[src/rtl/prog_loader.sv]
// Program-load controller: streams program words into instruction memory and
// holds the CPU out of run until a load session completes.
//
// Ports:
//   clk, reset (async, active-low)
//   prog_en            - level request to start/hold a load session
//   burst              - auto-increment mode, sampled on a session's first beat
//   in_valid/in_ready  - beat handshake; in_addr, in_data, in_last carry the beat
//   w_en/w_addr/w_data - registered instruction-memory write port
//   cpu_run            - processor may execute
//   done               - one-cycle pulse at session end
//   checksum           - mod-2^DW sum of words written this session
//   word_count         - words written this session, saturating
//   err                - sticky out-of-range address flag for this session
module prog_loader #(
    parameter int unsigned AW        = 12,
    parameter int unsigned DW        = 16,
    parameter int unsigned MEM_DEPTH = 4096
) (
    input  logic          clk,
    input  logic          reset,
    input  logic          prog_en,
    input  logic          burst,
    input  logic          in_valid,
    output logic          in_ready,
    input  logic [AW-1:0] in_addr,
    input  logic [DW-1:0] in_data,
    input  logic          in_last,
    output logic          w_en,
    output logic [AW-1:0] w_addr,
    output logic [DW-1:0] w_data,
    output logic          cpu_run,
    output logic          done,
    output logic [DW-1:0] checksum,
    output logic [AW:0]   word_count,
    output logic          err
);

    // One extra address bit so a burst can run past the top without wrapping.
    localparam int unsigned CW = AW + 1;
    localparam logic [CW-1:0] DEPTH = CW'(MEM_DEPTH);

    typedef enum logic [1:0] {
        IDLE,
        LOAD,
        DONE,
        RUN
    } state_t;

    state_t          state;
    logic            first_beat;
    logic            burst_mode;
    logic [CW-1:0]   prev_addr;

    logic            accept_c;
    logic            enter_load_c;
    logic [CW-1:0]   next_addr_c;
    logic [CW-1:0]   beat_addr_c;
    logic            addr_ok_c;

    // Beat address resolution and range check.
    always_comb begin
        accept_c     = in_valid & in_ready;
        enter_load_c = ((state == IDLE) || (state == RUN)) && prog_en;
        // Saturating at all-ones keeps a runaway burst out of range forever.
        next_addr_c  = (prev_addr == '1) ? prev_addr : prev_addr + CW'(1);
        beat_addr_c  = (first_beat || !burst_mode) ? {1'b0, in_addr} : next_addr_c;
        addr_ok_c    = beat_addr_c < DEPTH;
    end

    // Session FSM with registered state decodes and write port.
    always_ff @(posedge clk or negedge reset) begin
        if (!reset) begin
            state      <= IDLE;
            first_beat <= 1'b0;
            burst_mode <= 1'b0;
            prev_addr  <= '0;
            in_ready   <= 1'b0;
            w_en       <= 1'b0;
            w_addr     <= '0;
            w_data     <= '0;
            cpu_run    <= 1'b0;
            done       <= 1'b0;
            checksum   <= '0;
            word_count <= '0;
            err        <= 1'b0;
        end else begin
            w_en <= 1'b0;
            done <= 1'b0;

            if (enter_load_c) begin
                checksum   <= '0;
                word_count <= '0;
                err        <= 1'b0;
                first_beat <= 1'b1;
            end

            case (state)
                IDLE: begin
                    if (prog_en) begin
                        state    <= LOAD;
                        in_ready <= 1'b1;
                    end else begin
                        state   <= RUN;
                        cpu_run <= 1'b1;
                    end
                end
                LOAD: begin
                    if (accept_c) begin
                        first_beat <= 1'b0;
                        prev_addr  <= beat_addr_c;
                        if (first_beat) begin
                            burst_mode <= burst;
                        end
                        if (addr_ok_c) begin
                            w_en     <= 1'b1;
                            w_addr   <= beat_addr_c[AW-1:0];
                            w_data   <= in_data;
                            checksum <= checksum + in_data;
                            if (word_count != '1) begin
                                word_count <= word_count + CW'(1);
                            end
                        end else begin
                            err <= 1'b1;
                        end
                    end
                    if ((accept_c && in_last) || !prog_en) begin
                        state    <= DONE;
                        in_ready <= 1'b0;
                        done     <= 1'b1;
                    end
                end
                DONE: begin
                    state   <= RUN;
                    cpu_run <= 1'b1;
                end
                RUN: begin
                    if (prog_en) begin
                        state    <= LOAD;
                        cpu_run  <= 1'b0;
                        in_ready <= 1'b1;
                    end
                end
                default: begin
                    state    <= IDLE;
                    in_ready <= 1'b0;
                    cpu_run  <= 1'b0;
                end
            endcase
        end
    end

endmodule

[config.mk]
export PLATFORM = sky130hd
export DESIGN_NAME = prog_loader
export DESIGN_NICKNAME = d
export VERILOG_FILES = /design/src/rtl/prog_loader.sv
export SDC_FILE = /design/constraint.sdc
export NUM_CORES = 1
export LEC_CHECK = 0
export BUFFER_PORTS_ARGS = -buffer_cell sky130_fd_sc_hd__buf_2
export CAP_MARGIN = 20
export CORE_UTILIZATION = 30
export CTS_CLUSTER_DIAMETER = 40
export DETAILED_ROUTE_END_ITERATION = 12
export GPL_ROUTABILITY_DRIVEN = 0
export HOLD_SLACK_MARGIN = 0.02
export PLACE_DENSITY_LB_ADDON = 0.1
export SKIP_LAST_GASP = 1
export SYNTH_ARGS = -nofsm -noshare
export SYNTH_HDL_FRONTEND = slang
export SYNTH_SLANG_ARGS = --single-unit
export TNS_END_PERCENT = 20
[constraint.sdc]
create_clock -name clk -period 3.51 [get_ports clk]
set_clock_uncertainty 0.05 [all_clocks]
set_input_delay 0.702 -clock clk [delete_from_list [all_inputs] [get_ports clk]]
set_output_delay 0.702 -clock clk [all_outputs]
set_load 0.02 [all_outputs]
======== Yosys cells after proc, flatten, opt, wreduce, memory -nomap -nowiden ========
Cells that the tools add are included.
operators by class
  add/subtract/negate cells ............... 3
  $mul .................................... 0
  divide/modulo/power cells ............... 0
  order comparisons ....................... 1
  eq/ne operators ......................... 9
  shift-type cells ........................ 0
  mux-type cells .......................... 33
  bitwise logic cells ..................... 1
  reductions and logical operators ........ 17
operators by type and width
  kind                                                 count
  2-to-1 mux 13 bit                                    7
  2-to-1 mux 16 bit                                    4
  adder 13 x 1 -> 13 bit, second input constant        2
  adder 16 bit                                         1
  2-to-1 mux 1 bit                                     16
  equality test 13 bit, second input constant          1
  less-than comparator 13 bit, second input constant   1
  != test 13 bit, second input constant                1
  AND reduction 3 bit                                  4
  case mux 2 bit (4 select lines)                      1
  2-to-1 mux 2 bit                                     3
  != test 2 bit, second input constant                 3
  equality test 2 bit, second input constant           2
  AND reduction 2 bit                                  2
  logical OR 1 bit                                     3
  case mux 1 bit (3 select lines)                      1
  nonzero test 3 bit                                   1
  equality test 2 x 1 -> 1 bit, second input constant  1
  logical AND 1 bit                                    2
  zero test 1 bit                                      2
  zero test 2 bit                                      1
  != test 2 x 1 -> 1 bit, second input constant        1
  case mux 1 bit (2 select lines)                      1
  nonzero test 2 bit                                   1
  2 further kinds                                      2
word-level totals
  register bits after elaboration ......... 79
  latch bits .............................. 0
  RAM bits ................................ 0
  memory bits (read-only) ................. 0
  input port bits ......................... 34
  output and inout bits ................... 62
  logic and storage cells ................. 77
  memories kept ........................... 0

======== Depth between registers and ports, before layout ========
  word-level depth ........................ 8
  gate-level depth with buffers ........... 10
  depth with buffers taken out ............ 8

======== Least setup slack after synthesis ========
Ideal clock, no wire load.
  kind .................................... in2reg
  from .................................... in in_data[0]
  to ...................................... reg checksum[8]
  library setup time ...................... 0.065 ns
  arrival time ............................ 2.441 ns
  data required time ...................... 3.395 ns
  path slack .............................. 0.955 ns
  cell stages on the path ................. 8
  buffers on the path ..................... 0
  cells stage by stage .................... ha_1 -> fa_1 -> a21o_1 -> nand4_1 -> nand3_1 -> a21o_1 -> a2111oi_0 -> a211o_1
between the ends
  word-level cells in the longest chain between the ends .. 4
ends and longest elaborated chain
  item                    RTL line  text
  start: declaration      27        input logic [DW-1:0] in_data,
  adder 16 bit            119       checksum <= checksum + in_data;
  2-to-1 mux 16 bit       115       if (addr_ok_c) begin
  2-to-1 mux 16 bit       109       if (accept_c) begin
  2-to-1 mux 16 bit       98        case (state)
  end signal: assignment  119
  end: declaration        34        output logic [DW-1:0] checksum,
No other way between the ends.
A chain may end at the register's enable or synchronous reset.

======== Worst setup path after layout ========
  from .................................... reg state[1]
  to ...................................... reg word_count[9]
between the ends
  word-level cells in the longest chain between the ends .. 8
  elaborated cells between the ends (all ways) .. 10
  those cells by class .................... 2 x eq/ne; 5 x mux; 3 x reduce/logical
ends and longest elaborated chain
  item                                                    RTL line  text
  start: declaration                                      50        state_t state;
  start signal: assignment                                74        state <= IDLE;
  start signal: assignment                                101       state <= LOAD;
  start signal: assignment                                104       state <= RUN;
  equality test 2 bit or zero test 2 bit (tied branches)  64        enter_load_c = ((state == IDLE) || (state == RUN)) && prog_en;
  logical OR 1 bit                                        64
  logical AND 1 bit                                       64
  2-to-1 mux 13 bit                                       91        if (enter_load_c) begin
  2-to-1 mux 13 bit                                       120       if (word_count != '1) begin
  2-to-1 mux 13 bit                                       115
  2-to-1 mux 13 bit                                       109
  2-to-1 mux 13 bit *                                     98
  end signal: assignment                                  121       word_count <= word_count + CW'(1);
  end: declaration                                        35        output logic [AW:0] word_count,
Mark *: on every way between the ends. The rest lies on a longest branch, timed or not.

==> impl_metrics.ini <==
[synthesis]
ys_ff_latch = 79
yosysWarningCount = 0
synth_top_area_share = 0.440
synth_edf_count = 0
syn_nets = 557
netlist_area_um2 = 4500
avgSynthCellArea_um2 = 8.99
synth.most_common_cell = nand2_1
post-synth-top-area-cell = dfrtp_1
synthTopCellsByArea = dfrtp_1 44%, nand2_1 8.0%, ha_1 6.1%
synth_flop_cell = dfrtp_1
synth_cells = 500
ys_seq_area_frac = 0.440
synth_common_cells = 96 x nand2_1, 79 x dfrtp_1, 47 x o21ai_0, 30 x nor2_1, 28 x nand3_1
async_reset_ff_frac = 1.00
ys_types = 57

[route]
post-route-drc-count = 0
totalWireLength_um = 11500
viasPerCell = 4.87
drtAntennaViolNets = 0
wire_per_inst_um = 14.7
drtIter0Drc = 160
via_count = 3791
dr.pass1.iters = 4

[placement]
place_area_um2 = 5120
hpwl_um = 8000
numPortBuffers = 95
dp_slack_ns = 0.649

[clock_tree]
cts_hold_buf = 0
cts_tree = built
root_buffer = clkbuf_16
cts_resized = 0
clk_pin_slew_worst_paths_ns = 0.06
cts_made_buffers = 9
clkSinkCount = 79
htreeDepth = 3
post-cts-setup-buffer-count = 0
cts_buffer_depth = 2
clk_latency_ns = 0.34

[global_route]
grt_usage = 0.153
grt_pass1_wl_um = 18800
grt_antenna_before_repair = 0
grt_remaining_overflow = 0
grt_max_degree = 80
grt_pass1_vias = 3542

[floorplanning]
fp.dieArea_um2 = 15500
core_um2 = 14600
placement_rows = 44
die_w_um = 124
start_util = 0.308
die_h_um = 124
ios = 96

[sta]
fin_crit_sh = 0.721
holdWs_ns = 0.297
layout_min_cycle_time_ns = 2.53
grt_setup_unrepaired = no
fmax_mhz = 395
finalSetupViolations = 0
drv_slew = 0
fin_setup_tns_ns = 0
worst_pin_slew_ns = 0.783
slew_headroom = 0.477
setup_ws_ns = 0.978
final_hold_viol_count = 0

[setup_path]
worst-setup-path-type = register to register
critPathLaunch = state[1]$_DFFE_PN0P_
cp_data_arrival_time_ns = 2.70
r2r_start = state[1]$_DFFE_PN0P_
cp.required_ns = 3.67
cp_slowest_cell = and3_1
max_stage_delay_ns = 0.54
critPathLaunchType = register
crit_path_end_kind = register
crit_path_max_fanout = 19
crit_chain = inv_1, ha_1, and3_1, o221ai_4, and2_1, o21ai_1, o21ai_0

[finish]
nets = 646
design_area_um2 = 5470
diodes = 0
fill_cells = 1494
final_layout_size_suffix_gt1_frac = 0.221
syn_to_final_growth_pct = 21.6

[pwr]
vdd_ir_drop_max_v = 0.000264
p_leak_uw = 0.00274
powerDensity_nw_per_um2 = 819
fin_total_pwr_uw = 4480

[outcome]
outcome = complete, no violations

[run]
drv_cap = 0

[worst_hold_path]
hold_class = input port to asynchronous set/reset pin
[report_power, final]
part | switching, µW | total [µW] | internal, µW
sequential | 272 | 1510 | 1240
clock | 377 | 1040 | 662
combinational | 1210 | 1920 | 714
total | 1860 | 4480 | 2620
[placed cells by master, fill, tap and decap left out, types with 2 or more instances in the layout]
cell       instances
o21ai_0           47
and4_1             6
a21oi_1           27
mux2i_1           11
buf_2             94
and2_1             4
o21a_1             3
nand2b_1           4
dfrtp_1           79
nand2_1           96
clkbuf_16          9
o21ai_1            8
nor2_1            30
xor2_1            14
buf_4              7
nand3_1           28
inv_1             12
nor3_1             6
xnor2_1            8
a21o_1             5
a31o_2             2
o211ai_1           3
ha_1              22
and3_1             9
bufinv_16          2
o22ai_1            3
clkbuf_8           2
nand4_1            6
clkbuf_1           2
mux2_2             2
nor2b_1            2
a31oi_1            7
o31ai_1            6
a211oi_1           2
[critical path: cells and delay by family (launching register included)]
family,cells,cell delay [ns]
compound gates,3,0.62
fa+ha+maj,1,0.26
buf+inv,1,0.13
flops,1,0.42
simple gates,2,0.92
[state kept, by name (all words and copies together) (netlist names), 2 cells and up]
register    count
w_data         16
checksum       16
w_addr         12
prev_addr      13
state           2
word_count     13
[cell families after synthesis]
family / after synthesis / share of synthesized area
buffers and inverters: 37 / 0.0406
and+or+nand+nor: 200 / 0.208
DFF: 79 / 0.440
xor gates and xnor gates: 22 / 0.0429
adders and majority gates: 23 / 0.0657
AOI/OAI and AO/OA: 126 / 0.173
muxes: 13 / 0.0295
[final cells by class]
class	count	area, µm²	area share
Multi-Input combinational cell	384	2340	0.429
Timing Repair Buffer	102	543	0.0993
Sequential cell	79	1980	0.362
Tap cell	184	230	0.0421
Clock buffer	13	260	0.0476
Inverter	13	48.8	0.00892
Clock inverter	3	65.1	0.0119
[final timing paths]
path | end | slack, ns | cells past startpoint
worst max-delay path | word_count[9]$_DFF_PN0_ | 0.98 | 7
worst min-delay path | w_data[13]$_DFFE_PN0P_ | 0.30 | 1
worst max register to register | word_count[9]$_DFF_PN0_ | 0.98 | 7
worst min register to register | checksum[15]$_DFF_PN0_ | 0.41 | 1
max in group asynchronous | w_data[1]$_DFFE_PN0P_ | 2.49 | 2
min in group clk | checksum[15]$_DFF_PN0_ | 0.41 | 1
[stage by stage]
step,instances,util
6_report,778,0.375
5_1_grt,778,0.375
4_1_cts,777,0.373
3_5_place_dp,761,0.351
3_3_place_gp,761,0.351
2_1_floorplan,500,-
[per-layer routing]
| metal | GRT usage | wire [µm] | vias up |
|---|---|---|---|
| li1 | - | - | 1940 |
| met1 | 0.201 | 5540 | 1783 |
| met2 | 0.245 | 5410 | 66 |
| met3 | 0.0447 | 460 | 2 |
| met4 | 0.0383 | 46 | 0 |
| met5 | 0 | 0 | - |
Power figures use the tool's default switching activity.
